[config.mk]
export PLATFORM = sky130hd
export DESIGN_NAME = m_ucode_seq
export DESIGN_NICKNAME = d
export VERILOG_FILES = /design/src/rtl/m_ucode_seq_pkg.sv /design/src/rtl/m_ucode_seq_waitctr.sv /design/src/rtl/m_ucode_seq.sv
export SDC_FILE = /design/constraint.sdc
export NUM_CORES = 1
export LEC_CHECK = 0
export BUFFER_PORTS_ARGS = -buffer_cell sky130_fd_sc_hd__buf_2
export CAP_MARGIN = 0
export CORE_AREA = 4 4 67 69
export CTS_CLUSTER_SIZE = 28
export DETAILED_ROUTE_END_ITERATION = 8
export DIE_AREA = 0 0 71 73
export GPL_ROUTABILITY_DRIVEN = 0
export GPL_TIMING_DRIVEN = 1
export PLACE_DENSITY = 0.87
export SLEW_MARGIN = 20
export SYNTH_ARGS = -nofsm -noshare
export SYNTH_HDL_FRONTEND = slang
export SYNTH_SLANG_ARGS = --single-unit
[constraint.sdc]
create_clock -name clk -period 5.4 [get_ports clk]
set_input_delay 0.54 -clock clk [delete_from_list [all_inputs] [get_ports clk]]
set_output_delay 0.54 -clock clk [all_outputs]
set_load 0.02 [all_outputs]
[src/rtl/m_ucode_seq_pkg.sv]
// Shared encodings for the microcode sequencer: control-word field positions,
// sequencing types and FSM states.
package ucode_pkg;

    localparam int NXT_LSB  = 0;
    localparam int NXT_MSB  = 7;
    localparam int STYP_LSB = 8;
    localparam int STYP_MSB = 10;

    typedef enum logic [2:0] {
        STYP_GOTO     = 3'd0,
        STYP_DISPATCH = 3'd1,
        STYP_COND     = 3'd2,
        STYP_WAITMEM  = 3'd3,
        STYP_LOOP     = 3'd4,
        STYP_FETCH    = 3'd5,
        STYP_TRAP     = 3'd6,
        STYP_ILL      = 3'd7
    } styp_e;

    typedef enum logic [1:0] {
        BOOT = 2'd0,
        RUN  = 2'd1,
        LOOP = 2'd2
    } seq_state_e;

    function automatic logic [7:0] next_index(input logic [7:0] idx);
        return idx + 8'd1;
    endfunction

endpackage

[src/rtl/m_ucode_seq_waitctr.sv]
// Memory-wait stall counter: counts consecutive stall cycles (saturating) and
// flags the cycle in which the stall budget runs out.
module m_ucode_waitctr #(
    parameter int unsigned WAIT_LIMIT = 255
) (
    input  logic clk,
    input  logic rst_n,
    input  logic inc,
    input  logic clr,
    output logic timeout
);

    // A limit of zero never times out; keep the compare value legal anyway.
    localparam bit          LIMIT_EN = (WAIT_LIMIT != 0);
    localparam int unsigned LIMIT_M1 = (WAIT_LIMIT == 0) ? 0 : WAIT_LIMIT - 1;

    logic [7:0] wcnt_q;
    logic [7:0] wcnt_d;

    always_comb begin
        wcnt_d = wcnt_q;
        if (clr) begin
            wcnt_d = '0;
        end else if (inc && (wcnt_q != 8'hFF)) begin
            wcnt_d = wcnt_q + 8'd1;
        end
    end

    always_ff @(posedge clk) begin
        if (!rst_n) begin
            wcnt_q <= '0;
        end else begin
            wcnt_q <= wcnt_d;
        end
    end

    assign timeout = LIMIT_EN && (32'(wcnt_q) == LIMIT_M1);

endmodule

[src/rtl/m_ucode_seq.sv]
// Microcode sequencer: selects the next control-ROM index every cycle.
// Interrupt entry on FETCH words is added when UCODE_SEQ_IRQ_EN is defined.
module m_ucode_seq
    import ucode_pkg::*;
#(
    parameter logic [7:0]  START_ADDR    = 8'h00,
    parameter logic [7:0]  DISPATCH_BASE = 8'h80,
    parameter logic [7:0]  TRAP_ADDR     = 8'hF0,
    parameter logic [7:0]  IRQ_ADDR      = 8'hE0,
    parameter int unsigned WAIT_LIMIT    = 255
) (
    input  logic        clk,
    input  logic        rst_n,
    input  logic [47:0] d,
    input  logic [4:0]  opcode,
    input  logic        cond,
    input  logic [4:0]  shamt,
    input  logic        mem_ack,
`ifdef UCODE_SEQ_IRQ_EN
    input  logic        irq,
    output logic        irq_taken,
`endif
    output logic [7:0]  minx,
    output logic        progress_ucode,
    output logic [7:0]  upc,
    output logic        seq_trap,
    output logic        mem_timeout
);

    seq_state_e state_q;
    logic [7:0] upc_q;
    logic [4:0] cnt_q;
    logic       seq_trap_q;
    logic       mem_timeout_q;

    logic [7:0] nxt;
    logic [7:0] upc_inc;
    styp_e      styp;
    logic       trap_d;
    logic       timeout_d;
    logic       wait_stall;
    logic       wait_timeout;
    logic       loop_enter;
    logic       unused_d;

`ifdef UCODE_SEQ_IRQ_EN
    logic irq_d;
    logic irq_taken_q;
`else
    logic [7:0] unused_irq_addr;
    assign unused_irq_addr = IRQ_ADDR;
`endif

    assign nxt      = d[NXT_MSB:NXT_LSB];
    assign styp     = styp_e'(d[STYP_MSB:STYP_LSB]);
    assign upc_inc  = next_index(upc_q);
    assign unused_d = ^d[47:STYP_MSB+1];

    m_ucode_waitctr #(
        .WAIT_LIMIT (WAIT_LIMIT)
    ) u_waitctr (
        .clk     (clk),
        .rst_n   (rst_n),
        .inc     (wait_stall),
        .clr     (~wait_stall),
        .timeout (wait_timeout)
    );

    // Next-index mux; a stalled cycle keeps minx on the current word.
    always_comb begin
        minx           = upc_q;
        progress_ucode = 1'b0;
        trap_d         = 1'b0;
        timeout_d      = 1'b0;
        wait_stall     = 1'b0;
        loop_enter     = 1'b0;
`ifdef UCODE_SEQ_IRQ_EN
        irq_d          = 1'b0;
`endif
        case (state_q)
            BOOT: begin
                minx           = START_ADDR;
                progress_ucode = 1'b1;
            end
            LOOP: begin
                if (cnt_q == 5'd0) begin
                    minx           = upc_inc;
                    progress_ucode = 1'b1;
                end
            end
            default: begin
                progress_ucode = 1'b1;
                case (styp)
                    STYP_GOTO:     minx = nxt;
                    STYP_DISPATCH: minx = DISPATCH_BASE | {3'b000, opcode};
                    STYP_COND:     minx = cond ? nxt : upc_inc;
                    STYP_WAITMEM: begin
                        // An acknowledge in the limit cycle still wins over the trap.
                        if (mem_ack) begin
                            minx = nxt;
                        end else if (wait_timeout) begin
                            minx      = TRAP_ADDR;
                            trap_d    = 1'b1;
                            timeout_d = 1'b1;
                        end else begin
                            progress_ucode = 1'b0;
                            wait_stall     = 1'b1;
                        end
                    end
                    STYP_LOOP: begin
                        if (shamt == 5'd0) begin
                            minx = upc_inc;
                        end else begin
                            progress_ucode = 1'b0;
                            loop_enter     = 1'b1;
                        end
                    end
                    STYP_FETCH: begin
                        minx = nxt;
`ifdef UCODE_SEQ_IRQ_EN
                        if (irq) begin
                            minx  = IRQ_ADDR;
                            irq_d = 1'b1;
                        end
`endif
                    end
                    default: begin
                        minx   = TRAP_ADDR;
                        trap_d = 1'b1;
                    end
                endcase
            end
        endcase
    end

    // The entry cycle is the first body cycle, so LOOP starts at shamt-1.
    always_ff @(posedge clk) begin
        if (!rst_n) begin
            state_q       <= BOOT;
            upc_q         <= START_ADDR;
            cnt_q         <= '0;
            seq_trap_q    <= 1'b0;
            mem_timeout_q <= 1'b0;
`ifdef UCODE_SEQ_IRQ_EN
            irq_taken_q   <= 1'b0;
`endif
        end else begin
            seq_trap_q <= trap_d;
`ifdef UCODE_SEQ_IRQ_EN
            irq_taken_q <= irq_d;
`endif
            if (timeout_d) begin
                mem_timeout_q <= 1'b1;
            end
            if (progress_ucode) begin
                upc_q <= minx;
            end
            case (state_q)
                BOOT: state_q <= RUN;
                RUN: begin
                    if (loop_enter) begin
                        state_q <= LOOP;
                        cnt_q   <= shamt - 5'd1;
                    end
                end
                default: begin
                    if (cnt_q == 5'd0) begin
                        state_q <= RUN;
                    end else begin
                        cnt_q <= cnt_q - 5'd1;
                    end
                end
            endcase
        end
    end

    assign upc         = upc_q;
    assign seq_trap    = seq_trap_q;
    assign mem_timeout = mem_timeout_q;
`ifdef UCODE_SEQ_IRQ_EN
    assign irq_taken   = irq_taken_q;
`endif

endmodule

==> results of run 1 <==
## path summary, 6_finish.rpt
check	start	end	depth (start not counted)
setup / recovery	state_q[0]$_SDFFE_PN0P_	minx[1]	6
hold / removal	mem_timeout$_SDFFE_PN0P_	mem_timeout$_SDFFE_PN0P_	2
setup reg to reg	state_q[0]$_SDFFE_PN0P_	cnt_q[2]$_SDFFE_PN0P_	8
hold reg to reg	mem_timeout$_SDFFE_PN0P_	mem_timeout$_SDFFE_PN0P_	2
## synthesized netlist by cell type (3+ instances only)
| master | count |
|---|---|
| a21boi_1 | 3 |
| a21o_1 | 5 |
| a21oi_1 | 22 |
| a22oi_1 | 3 |
| a31oi_1 | 11 |
| a32oi_1 | 3 |
| and3_1 | 3 |
| buf_2 | 5 |
| clkbuf_1 | 3 |
| dfxtp_1 | 25 |
| ha_1 | 4 |
| inv_1 | 13 |
| mux2i_1 | 3 |
| nand2_1 | 20 |
| nand2b_1 | 5 |
| nand3_1 | 9 |
| nand4_1 | 4 |
| nor2_1 | 30 |
| nor3_1 | 5 |
| nor4_1 | 4 |
| nor4_2 | 3 |
| o21ai_0 | 5 |
| o21ai_1 | 5 |
| o31ai_1 | 4 |
| xnor2_1 | 7 |
| xor2_1 | 3 |
## sequential cells by signal, indices dropped and copies added (netlist names)
| register | flops |
|---|---|
| state_q | 2 |
| cnt_q | 5 |
| upc | 8 |
| u_waitctr.wcnt_q | 8 |
| mem_timeout | 1 |
| seq_trap | 1 |
## kinds of logic (layout without fill, tap and decap cells)
family | after synthesis | in the layout | synth area share
buffers and inverters | 24 | 61 | 0.05327
multiplexers | 3 | 3 | 0.01540
AO/OA/AOI/OAI | 87 | 87 | 0.3197
adder cells (fa/ha/maj) | 4 | 4 | 0.02567
AND/OR/NAND/NOR | 100 | 100 | 0.2843
flip-flops | 25 | 25 | 0.2567
XOR/XNOR | 10 | 10 | 0.04493
## stage by stage
stage / total power (W) / hold WS (ps) / setup WS (ps)
after floorplan: 0.0002773 / 468.0 / 2907
after global placement: 0.0003091 / 456.6 / 2571
after detailed placement: 0.0003127 / 471.4 / 2505
after CTS: 0.0004277 / 496.1 / 2409
after global routing: 0.0004482 / 518.6 / 2204
final: 0.0004272 / 480.4 / 2358
## routing by layer
metal / global-route usage / up-vias / share of wire
met5: 0 / - / 0
met4: 0.08351 / 0 / 0.021
met3: 0.02617 / 12 / 0.072
met2: 0.3749 / 82 / 0.50
met1: 0.2502 / 970 / 0.41
li1: - / 1031 / -
## power by group
| part | leakage [nW] | switching, W | internal [W] | total [W] |
|---|---|---|---|---|
| clock | 0.0228 | 0.0000638 | 0.0000529 | 0.000117 |
| sequential | 0.203 | 0.0000122 | 0.000191 | 0.000203 |
| combinational | 0.704 | 0.0000671 | 0.0000408 | 0.000108 |
| total | 0.930 | 0.000143 | 0.000284 | 0.000427 |
## worst reg2reg max path, stage by stage (launching register included)
cell and delay (ps):
dfxtp_1 590, clkinv_1 380, nor2_1 620, mux2i_1 300, ha_1 260, inv_1 100
nand2_1 60, a21boi_1 70, o31a_1 280
## final cells by class
class | count | share of cell area
sequential | 25 | 0.2254
timing repair buffer | 43 | 0.09690
multi-input combinational | 204 | 0.6056
inverter | 14 | 0.02366
tap | 50 | 0.02817
clock buffer | 4 | 0.02028
==> metrics.md, run 1 <==
| Metric | Value |
|---|---|
| Avg Vias per Cell | 6.162 |
| Largest net degree at the start of global routing | 19 |
| P_leak | slightly above 0.9 nW |
| Yosys warning total | 0 |
| Mean area per synthesized cell | 7.705 um^2 |
| Final TNS setup | 0 ps |
| Cells after synthesis | 253 |
| Number of synthesized flops with an enable pin | 0 |
| Register bit count reported by yosys | 25 |
| Number of max-slew violations in the final report | 0 |
| First-pass GRT wire length | 8.832 mm |
| Crit-path leading delay family | simple AND/OR/NAND/NOR gates |
| Finished Layout Cells | 340 |
| N_diodes | 0 |
| Primary FF master, synth | dfxtp_1 |
| Crit path max fanout | 10 |
| Height of the die | approximately 73 um |
| Cell taking the most area after synthesis | dfxtp_1 |
| Clock Tree Buf Depth | 2 |
| ANT nets after route | 0 |
| Fillers | approximately 360 |
| Clk_skew | approximately 6.6 ps |
| GRT Total Usage | 0.2081 |
| WS Path Type | reg2out |
| Starting density of the core | 0.4981 |
| Mapped Nets | 319 |
| # placed instances | between 300 and 400 |
| Power Dens Cells | 192.4 mW/mm^2 |
| RSZ-0062 raised after global routing | no |
| Clock transition at path regs | 100 ps |
| CP Data Arrival Time | 2500 ps |
| Status | complete, no violations |
| Layout cell share with drive strength beyond 1 | 0.2172 |
| Final WL | 5.319 mm |
| Final setup vio count | 0 |
| Commonest cells after routing, fill and taps aside | buf_2, nor2_1, dfxtp_1 |
| Async SR Flop Fraction | 0 |
| Area share of the largest cell type after synthesis | 0.2567 |
| Antenna violations before repair | 0 |
| Worst-Margin Slew | a little over 700 ps |
| Root Driver | clkbuf_8 |
| Synth Cell Area | 0.001949 mm^2 |
| Critical path, cell by cell | clkinv_1, nor4_1, and2_1, a221oi_1, nand2_1, buf_2 |
| CP required | approximately 4900 ps |
| Post-CTS Hold Buffers | 0 |
| Most common cell after layout, fill and taps aside | buf_2 |
| H-tree depth | 1 |
| DR pass1 iterations | 5 |
| PortBufs | 43 |
| CP Buf/Inv Count | 2 |
| Max cap viols | 0 |
| F_max | 328.8 MHz |
| CP max-delay cell | nor4_1 |
| Iter 0 DRT Violations | 205 |
| Relative slew margins | 0.5116 |
| CTS tree | yes |
| Die Width | 71 um |
| Final instance area | 0.002221 mm^2 |
| Clk sinks | 25 |
| Final nets | between 300 and 400 |
| Footprint of the multi-input gates | 0.001345 mm^2 |
| Crit-path max cell delay | 730 ps |
| Final Hold Vio Count | 0 |
| Average routed wire per standard cell | between 15 and 20 um |
| Via count | 2095 |
| DP Wirelength | 4.059 mm |
| Clk_lat worst skew | 280 ps |
| # Post-CTS Setup Buffers | 0 |
| Tcrit/Tclk final | 0.5633 |
| Netlist cell types | 61 |
| # DRC | 0 |
| Die ar. | 0.005183 mm^2 |
| Critical Path End Type | primary output |
| Cts repair resizes | 0 |
| Placed cell areas | ~0.0022 mm^2 |
| Vias in the first global route | 1990 |
| Peak VDD IR | 0.00009694 V |
| Post-synthesis sequential area ratio | 0.2567 |
| Synthesis-to-finish area growth | 13.93% |
| Hold Path Class | reg2reg |
| Reg2reg setup slack | 2640 ps |
| Grt total ovfl | 0 |
| Rows | 23 |
| Reg area | 500.5 um^2 |
| Cts bufs inserted | 3 |
| Most area-consuming cells after synthesis | dfxtp_1, nor2_1, a21oi_1 |
| Post-route minimum period | 3042 ps |
| Crit start category | flip-flop |
| IO Count | 81 |
| Final core utilization | 0.5675 |
| Total core area | 0.003914 mm^2 |
Power figures use the tool's default switching activity.
==> inputs of run 2 (changes only) <==
CORE_AREA = 4 4 72 74   (was 4 4 67 69)
DIE_AREA = 0 0 76 78   (was 0 0 71 73)
PLACE_DENSITY = 0.79   (was 0.87)
clock period = 2.6 ns   (was 5.4 ns; I/O delays follow)
==> run 2 against run 1 <==
  * Clock-buffer cell count is 1 lower
  * Via count is 1.1% lower
  * Global-route usage is 2.9 points lower
  * Non-clock buffer count is 5 higher
  * Cell count is 2.6% higher
  * Register-to-register slack worse by 2000 ps
  * Total power is 110% higher
  * Clock skew is 1.1 ps lower
  * Wire length is 0.68% lower
  * Clock power is 110% higher
==> metrics.md, run 2 (synthesis results as in run 1) <==
| Metric | Value |
|---|---|
| Reg2reg setup slack | 610 ps (was 2640 ps) |
| Clk_lat worst skew | 280 ps (about the same) |
| Number of max-slew violations in the final report | 0 (unchanged) |
| Crit-path max cell delay | 590 ps (was 730 ps) |
| Critical path, cell by cell | or4_4, nor4_2, xor2_1, a31oi_1, nand2_1, buf_2 (was clkinv_1, nor4_1, and2_1, a221oi_1, nand2_1, buf_2) |
| Peak VDD IR | 0.0002686 V (was 0.00009694 V) |
| Crit start category | flip-flop (unchanged) |
| Worst r2r src | state_q[1]$_SDFFE_PN0P_ (was state_q[0]$_SDFFE_PN0P_) |
| Layout cell share with drive strength beyond 1 | 0.2373 (was 0.2172) |
| Stages on worst setup path | 6 (unchanged) |
| Final setup vio count | 0 (unchanged) |
| PortBufs | 43 (unchanged) |
| IO Count | 81 (unchanged) |
| Grt total ovfl | 0 (unchanged) |
| WS Path Type | reg2out (unchanged) |
| H-tree depth | 1 (unchanged) |
| Hold Path Class | in2reg (was reg2reg) |
| RSZ-0062 raised after global routing | yes (was no) |
| FF-to-FF path depth | 7 (was 8) |
| Final nets | 362 (was 357) |
| Via count | 2073 (was 2095) |
| Starting density of the core | 0.4239 (was 0.4981) |
| CP required | 2340 ps (was 4860 ps) |
| Cts bufs inserted | 3 (unchanged) |
| Avg Vias per Cell | 5.940 (was 6.162) |
| Critical path destination | minx[6] (was minx[1]) |
| CTS tree | yes (unchanged) |
| CP startpoint | cnt_q[2]$_SDFFE_PN0P_ (was state_q[0]$_SDFFE_PN0P_) |
| Synthesis-to-finish area growth | 16.69% (was 13.93%) |
| Final worst setup slack | 187.6 ps (was 2358 ps) |
| F_max | 414.5 MHz |
| Die Width | 76 um (was 71 um) |
| Worst-Margin Slew | 669.0 ps (was 725.9 ps) |
| Clock Tree Buf Depth | 2 (unchanged) |
| Smallest hold slack | 244.7 ps (was 480.4 ps) |
| Iter 0 DRT Violations | 286 (was 205) |
| Die ar. | 0.005928 mm^2 (was 0.005183 mm^2) |
| CP Data Arrival Time | 2150 ps (was 2500 ps) |
| CP max-delay cell | or4_4 (was nor4_1) |
| Average routed wire per standard cell | 15.14 um (was 15.64 um) |
| R2R Path End | cnt_q[2]$_SDFFE_PN0P_ (unchanged) |
| ANT nets after route | 0 (unchanged) |
| Clock transition at path regs | 90 ps (was 100 ps) |
| Power Dens Cells | 396.5 mW/mm^2 (was 192.4 mW/mm^2) |
| Most common cell after layout, fill and taps aside | buf_2 (unchanged) |
| Max cap viols | 0 (unchanged) |
| Final TNS setup | 0 ps (unchanged) |
| Final WL | 5.283 mm (was 5.319 mm) |
| Antenna violations before repair | 0 (unchanged) |
| DR pass1 iterations | 4 (was 5) |
| Total core area | 0.004598 mm^2 (was 0.003914 mm^2) |
| Critical Path End Type | primary output (unchanged) |
| N_diodes | 0 (unchanged) |
| GRT Total Usage | 0.1788 (was 0.2081) |
| Largest net degree at the start of global routing | 19 (unchanged) |
| Status | complete, no violations (unchanged) |
| Root Driver | clkbuf_8 (unchanged) |
| Rows | 25 (was 23) |
| P_leak | 0.9598 nW (was 0.9303 nW) |
| CP Buf/Inv Count | 1 (was 2) |
| Commonest cells after routing, fill and taps aside | buf_2, nor2_1, dfxtp_1 (unchanged) |
| DP Wirelength | 4.050 mm (was 4.059 mm) |
| Clk sinks | 25 (unchanged) |
| Crit-path leading delay family | simple AND/OR/NAND/NOR gates (unchanged) |
| Height of the die | 78 um (was 73 um) |
| DP Worst Slack | 345.0 ps (was 2505 ps) |
| Final Hold Vio Count | 0 (unchanged) |
| # DRC | 0 (unchanged) |
| First-pass GRT wire length | 9.004 mm (was 8.832 mm) |
| Tcrit/Tclk final | 0.9278 |
| Power Total | 0.0009018 W (was 0.0004272 W) |
| Clk_skew | 5.478 ps (was 6.609 ps) |
| Vias in the first global route | 1987 (was 1990) |
| Crit path max fanout | 7 (was 10) |
| Post-route minimum period | 2412 ps |
| Relative slew margins | 0.5470 (was 0.5116) |
[run 2: cell types whose count changed in the layout (fill, tap and decap cells not counted)]
cell,delta
nor4_2,+1
buf_4,+5
clkbuf_1,-1
inv_6,+1
nor4_1,-1
[run 2: area by class of cell]
class | count | area [um^2]
flip-flops and latches | 25 | 500.5
well taps | 54 | 67.56
multi-input cells | 204 | 1351
clock inverters | 1 | 8.758
inverters | 14 | 52.55
fillers | 451 | 2323
clock buffers | 3 | 41.29
repair buffers | 48 | 252.7
[run 2: how the worst min path moves through the flow]
stage / start / endpoint / slack, ps / cells after the start
2_1_floorplan: rst_n / cnt_q[2]$_SDFFE_PN0P_ / 390 / 1
3_3_place_gp: mem_timeout$_SDFFE_PN0P_ / mem_timeout$_SDFFE_PN0P_ / 460 / 2
3_5_place_dp: mem_timeout$_SDFFE_PN0P_ / mem_timeout$_SDFFE_PN0P_ / 460 / 2
4_1_cts: rst_n / cnt_q[2]$_SDFFE_PN0P_ / 240 / 2
5_1_grt: rst_n / cnt_q[2]$_SDFFE_PN0P_ / 240 / 2
6_report: rst_n / cnt_q[2]$_SDFFE_PN0P_ / 240 / 2
[run 2: repair_timing]
action | in CTS | in global routing
hold buffers | 0 | 0
hold endpoints to repair | 0 | 0
buffers inserted | 0 | 0
endpoints found under the setup margin | 0 | 2
gates resized for setup | 0 | 1
[run 2: per-stage QoR]
stage | std cells | util | instance area [um^2]
6_report | 349 | 0.4947 | 2275
5_1_grt | 349 | 0.4947 | 2275
4_1_cts | 349 | 0.4933 | 2268
3_5_place_dp | 345 | 0.4824 | 2218
3_3_place_gp | 345 | 0.4824 | 2218
2_1_floorplan | 253 | - | 1949
[run 2: layer usage]
metal | wire, um | global-route usage
met1 | 2262 | 0.2184
met2 | 2609 | 0.3048
met3 | 339 | 0.03944
met4 | 71 | 0.06584
met5 | 0 | 0
[run 2: report_power, final]
group / internal, W / total, W / switching (W)
Clock: 0.000112 / 0.000250 / 0.000138
Combinational: 0.0000913 / 0.000234 / 0.000143
Sequential: 0.000396 / 0.000418 / 0.0000220
==> inputs of run 3 (changes only) <==
ABC_AREA = 1   (was unset)
CORE_AREA = 4 4 71 73   (was 4 4 72 74)
DIE_AREA = 0 0 75 77   (was 0 0 76 78)
==> run 3 against run 2 <==
  * Wire length shrank 17%
  * Via count shrank 4.5%
  * Core utilization grew 0.19 points
  * Clock-buffer cell count grew 1
  * Sequential share of layout area grew 1.1 points
  * Worst setup slack gained 280 ps
  * Synthesized cell count grew 25%
  * Die area shrank 2.6%
  * Critical endpoint is now minx[0]
  * Highest routed layer unchanged
==> metrics.md, run 3 <==
| Metric | Value |
|---|---|
| Hold Path Class | in2reg (unchanged) |
| Met1 WL | 2.100 mm (was 2.262 mm) |
| R2R Path End | cnt_q[2]$_SDFFE_PN0P_ (unchanged) |
| First-pass GRT wire length | 7.514 mm (was 9.004 mm) |
| Hold Startpoint | rst_n (unchanged) |
| Critical Path End Type | primary output (unchanged) |
| RSZ-0062 raised after global routing | no (was yes) |
| Area share of the largest cell type after synthesis | 0.2694 (was 0.2567) |
| DR pass1 iterations | 5 (was 4) |
| Most frequent cell after synthesis | nand2_1 (was nor2_1) |
| Clk sinks | 25 (unchanged) |
| WS Path Type | reg2out (unchanged) |
| Int Pwr | 0.0005742 W (was 0.0005995 W) |
| Synthesis-to-finish area growth | 16.36% (was 16.69%) |
| Crit start category | flip-flop (unchanged) |
| Commonest cells after routing, fill and taps aside | nand2_1, inv_1, nor2_1, buf_2, dfxtp_1 (was buf_2, nor2_1, dfxtp_1) |
| ANT nets after route | 0 (unchanged) |
| Clk_lat worst skew | 270 ps (was 280 ps) |
| Met3 wire length | 288 um (was 339 um) |
| Crit path max fanout | 5 (was 7) |
| Root Driver | clkbuf_8 (unchanged) |
| Synth cell count leaders | nand2_1, inv_1, nor2_1, dfxtp_1, nand3_1 (was nor2_1, dfxtp_1, a21oi_1, nand2_1, inv_1) |
| Die ar. | 0.005775 mm^2 (was 0.005928 mm^2) |
| Worst-Margin Slew | 416.3 ps (was 669.0 ps) |
| Clk_skew | 5.730 ps (was 5.478 ps) |
| Starting density of the core | 0.4267 (was 0.4239) |
| Number of synthesized flops with an enable pin | 0 (unchanged) |
| Most common cell after layout, fill and taps aside | nand2_1 (was buf_2) |
| Tcrit/Tclk final | 0.8216 (was 0.9278) |
| Post-CTS Hold Buffers | 0 (unchanged) |
| DP Wirelength | 3.578 mm (was 4.050 mm) |
| Via count | 1979 (was 2073) |
| CTS tree | yes (unchanged) |
| Iter 0 DRT Violations | 93 (was 286) |
| Mapped Nets | 382 (was 319) |
| Cts bufs inserted | 3 (unchanged) |
| Yosys warning total | 0 (unchanged) |
| FF-to-FF path depth | 9 (was 7) |
| Fillers | 464 (was 451) |
| Hold Path End | upc[1]$_SDFFE_PN0P_ (was cnt_q[2]$_SDFFE_PN0P_) |
| Cts repair resizes | 0 (unchanged) |
| Sequential share of power | 0.484 (was 0.463) |
| Height of the die | 77 um (was 78 um) |
| N_diodes | 0 (unchanged) |
| Final setup vio count | 0 (unchanged) |
| Avg Vias per Cell | 4.803 (was 5.940) |
| Number of max-slew violations in the final report | 0 (unchanged) |
| Power Dens Cells | 389.4 mW/mm^2 (was 396.5 mW/mm^2) |
| # Post-CTS Setup Buffers | 0 (unchanged) |
| Sw frac | 0.3180 (was 0.3353) |
| Top Layer Used | met4 (unchanged) |
| Max cap viols | 0 (unchanged) |
| Final Hold Vio Count | 0 (unchanged) |
| Peak VDD IR | 0.0001859 V (was 0.0002686 V) |
| Final worst setup slack | 463.9 ps (was 187.6 ps) |
| H-tree depth | 1 (unchanged) |
| Cells after synthesis | 316 (was 253) |
| Final TNS setup | 0 ps (unchanged) |
| Cell taking the most area after synthesis | dfxtp_1 (unchanged) |
| CP Data Arrival Time | 1880 ps (was 2150 ps) |
| Switching pwr | 0.0002677 W (was 0.0003023 W) |
| CP required | 2340 ps (about the same) |
| Power Total | 0.0008418 W (was 0.0009018 W) |
| Vias in the first global route | 1800 (was 1987) |
| Final WL | 4.410 mm (was 5.283 mm) |
| Most area-consuming cells after synthesis | dfxtp_1, nand2_1, inv_1 (was dfxtp_1, nor2_1, a21oi_1) |
| Average routed wire per standard cell | 10.70 um (was 15.14 um) |
| DP Worst Slack | 727.6 ps (was 345.0 ps) |
| IO Count | 81 (unchanged) |
| Status | complete, no violations (unchanged) |
| Rows | 24 (was 25) |
| Clock share of power | 0.276 (was 0.277) |
| Relative slew margins | 0.7224 (was 0.5470) |
| Netlist cell types | 28 (was 61) |
| Final nets | 427 (was 362) |
| Async SR Flop Fraction | 0 (unchanged) |
| Reg2reg setup slack | 660 ps (was 610 ps) |
| Comb pwr share | 0.241 (was 0.259) |
| Largest net degree at the start of global routing | 14 (was 19) |
| Grt total ovfl | 0 (unchanged) |
| Register bit count reported by yosys | 25 (unchanged) |
| PortBufs | 43 (unchanged) |
| Post-synthesis sequential area ratio | 0.2694 (was 0.2567) |
| Layout cell share with drive strength beyond 1 | 0.1833 (was 0.2373) |
| Post-route minimum period | 2136 ps (was 2412 ps) |
| GRT Total Usage | 0.1595 (was 0.1788) |
| Die Width | 75 um (was 76 um) |
| Clock transition at path regs | 90 ps (about the same) |
| WHS Path Cells | 3 (was 2) |
| Mean area per synthesized cell | 5.880 um^2 (was 7.705 um^2) |
| Synth Cell Area | 0.001858 mm^2 (was 0.001949 mm^2) |
| Routed wl met2 | 1.975 mm (was 2.609 mm) |
| Clock Tree Buf Depth | 2 (unchanged) |
| Antenna violations before repair | 0 (unchanged) |
| # DRC | 0 (unchanged) |
| P_leak | 1.153 nW (was 0.9598 nW) |
| Worst r2r src | state_q[0]$_SDFFE_PN0P_ (was state_q[1]$_SDFFE_PN0P_) |
| F_max | 468.1 MHz (was 414.5 MHz) |
| Primary FF master, synth | dfxtp_1 (unchanged) |
| Total core area | 0.004354 mm^2 (was 0.004598 mm^2) |
==> run 3: changes by cell type after synthesis, moves of 6 or more <==
cell,previous run,this run
a31oi_1,11,0
inv_1,13,43
nand2_1,20,104
nand3_1,9,23
nor2_1,30,43
xnor2_1,7,1
==> run 3: power groups by stage <==
| stage | sequential [W] | clock (W) | combinational, W |
|---|---|---|---|
| finish | 0.000407 | 0.000232 | 0.000203 |
| global route | 0.000409 | 0.000257 | 0.000231 |
| CTS | 0.000407 | 0.000240 | 0.000203 |
| detailed placement | 0.000416 | 0 | 0.000202 |
| global placement | 0.000416 | 0 | 0.000199 |
| floorplan | 0.000419 | 0 | 0.000133 |
==> run 3: layer usage <==
metal	global-route usage	vias up
li1	-	1077
met1	0.2130	853
met2	0.2596	44
met3	0.03137	5
met4	0.03737	0
met5	0	-
==> run 3: how the worst max path moves through the flow <==
stage / from / depth (start not counted) / slack (ps) / end
floorplan: upc[0]$_SDFFE_PN0P_ / 8 / 870 / minx[6]
global placement: state_q[0]$_SDFFE_PN0P_ / 9 / 740 / cnt_q[2]$_SDFFE_PN0P_
detailed placement: state_q[0]$_SDFFE_PN0P_ / 9 / 730 / cnt_q[2]$_SDFFE_PN0P_
CTS: u_waitctr.wcnt_q[4]$_SDFFE_PN0P_ / 10 / 460 / minx[0]
global route: u_waitctr.wcnt_q[4]$_SDFFE_PN0P_ / 10 / 240 / minx[3]
finish: u_waitctr.wcnt_q[4]$_SDFFE_PN0P_ / 10 / 460 / minx[0]
==> run 3: cell families after synthesis <==
group / Yosys count / share of synthesized area
buffers and inverters: 50 / 0.1064
DFF: 25 / 0.2694
xor gates and xnor gates: 5 / 0.02357
adders and majority gates: 4 / 0.02694
AOI/OAI and AO/OA: 40 / 0.1172
and+or+nand+nor: 192 / 0.4566
==> run 3: cell type report <==
class / count / area, um^2 / share of cell area
multi-input cells: 241 / 1160 / 0.5365
flip-flops and latches: 25 / 500.5 / 0.2315
repair buffers: 43 / 215.2 / 0.09954
inverters: 47 / 176.4 / 0.08160
well taps: 52 / 65.06 / 0.03009
clock buffers: 4 / 45.04 / 0.02083
==> run 3: through the flow <==
stage               instance area [um^2]  cells  utilization  hold WS (ps)
floorplan                           1858    316            -         443.6
global placement                    2117    408       0.4862         444.1
detailed placement                  2117    408       0.4862         454.5
CTS                                 2162    412       0.4966         323.1
global route                        2162    412       0.4966         345.2
finish                              2162    412       0.4966         316.4
==> run 3: worst max-delay path: stages, from the launching register on <==
cell	delay [ps]
dfxtp_1	390
nand2_1	120
nor2_2	190
nand3_2	160
nand2_4	130
nand3_2	110
nand3_1	100
nand2_1	60
nor2_1	150
inv_1	50
buf_2	150
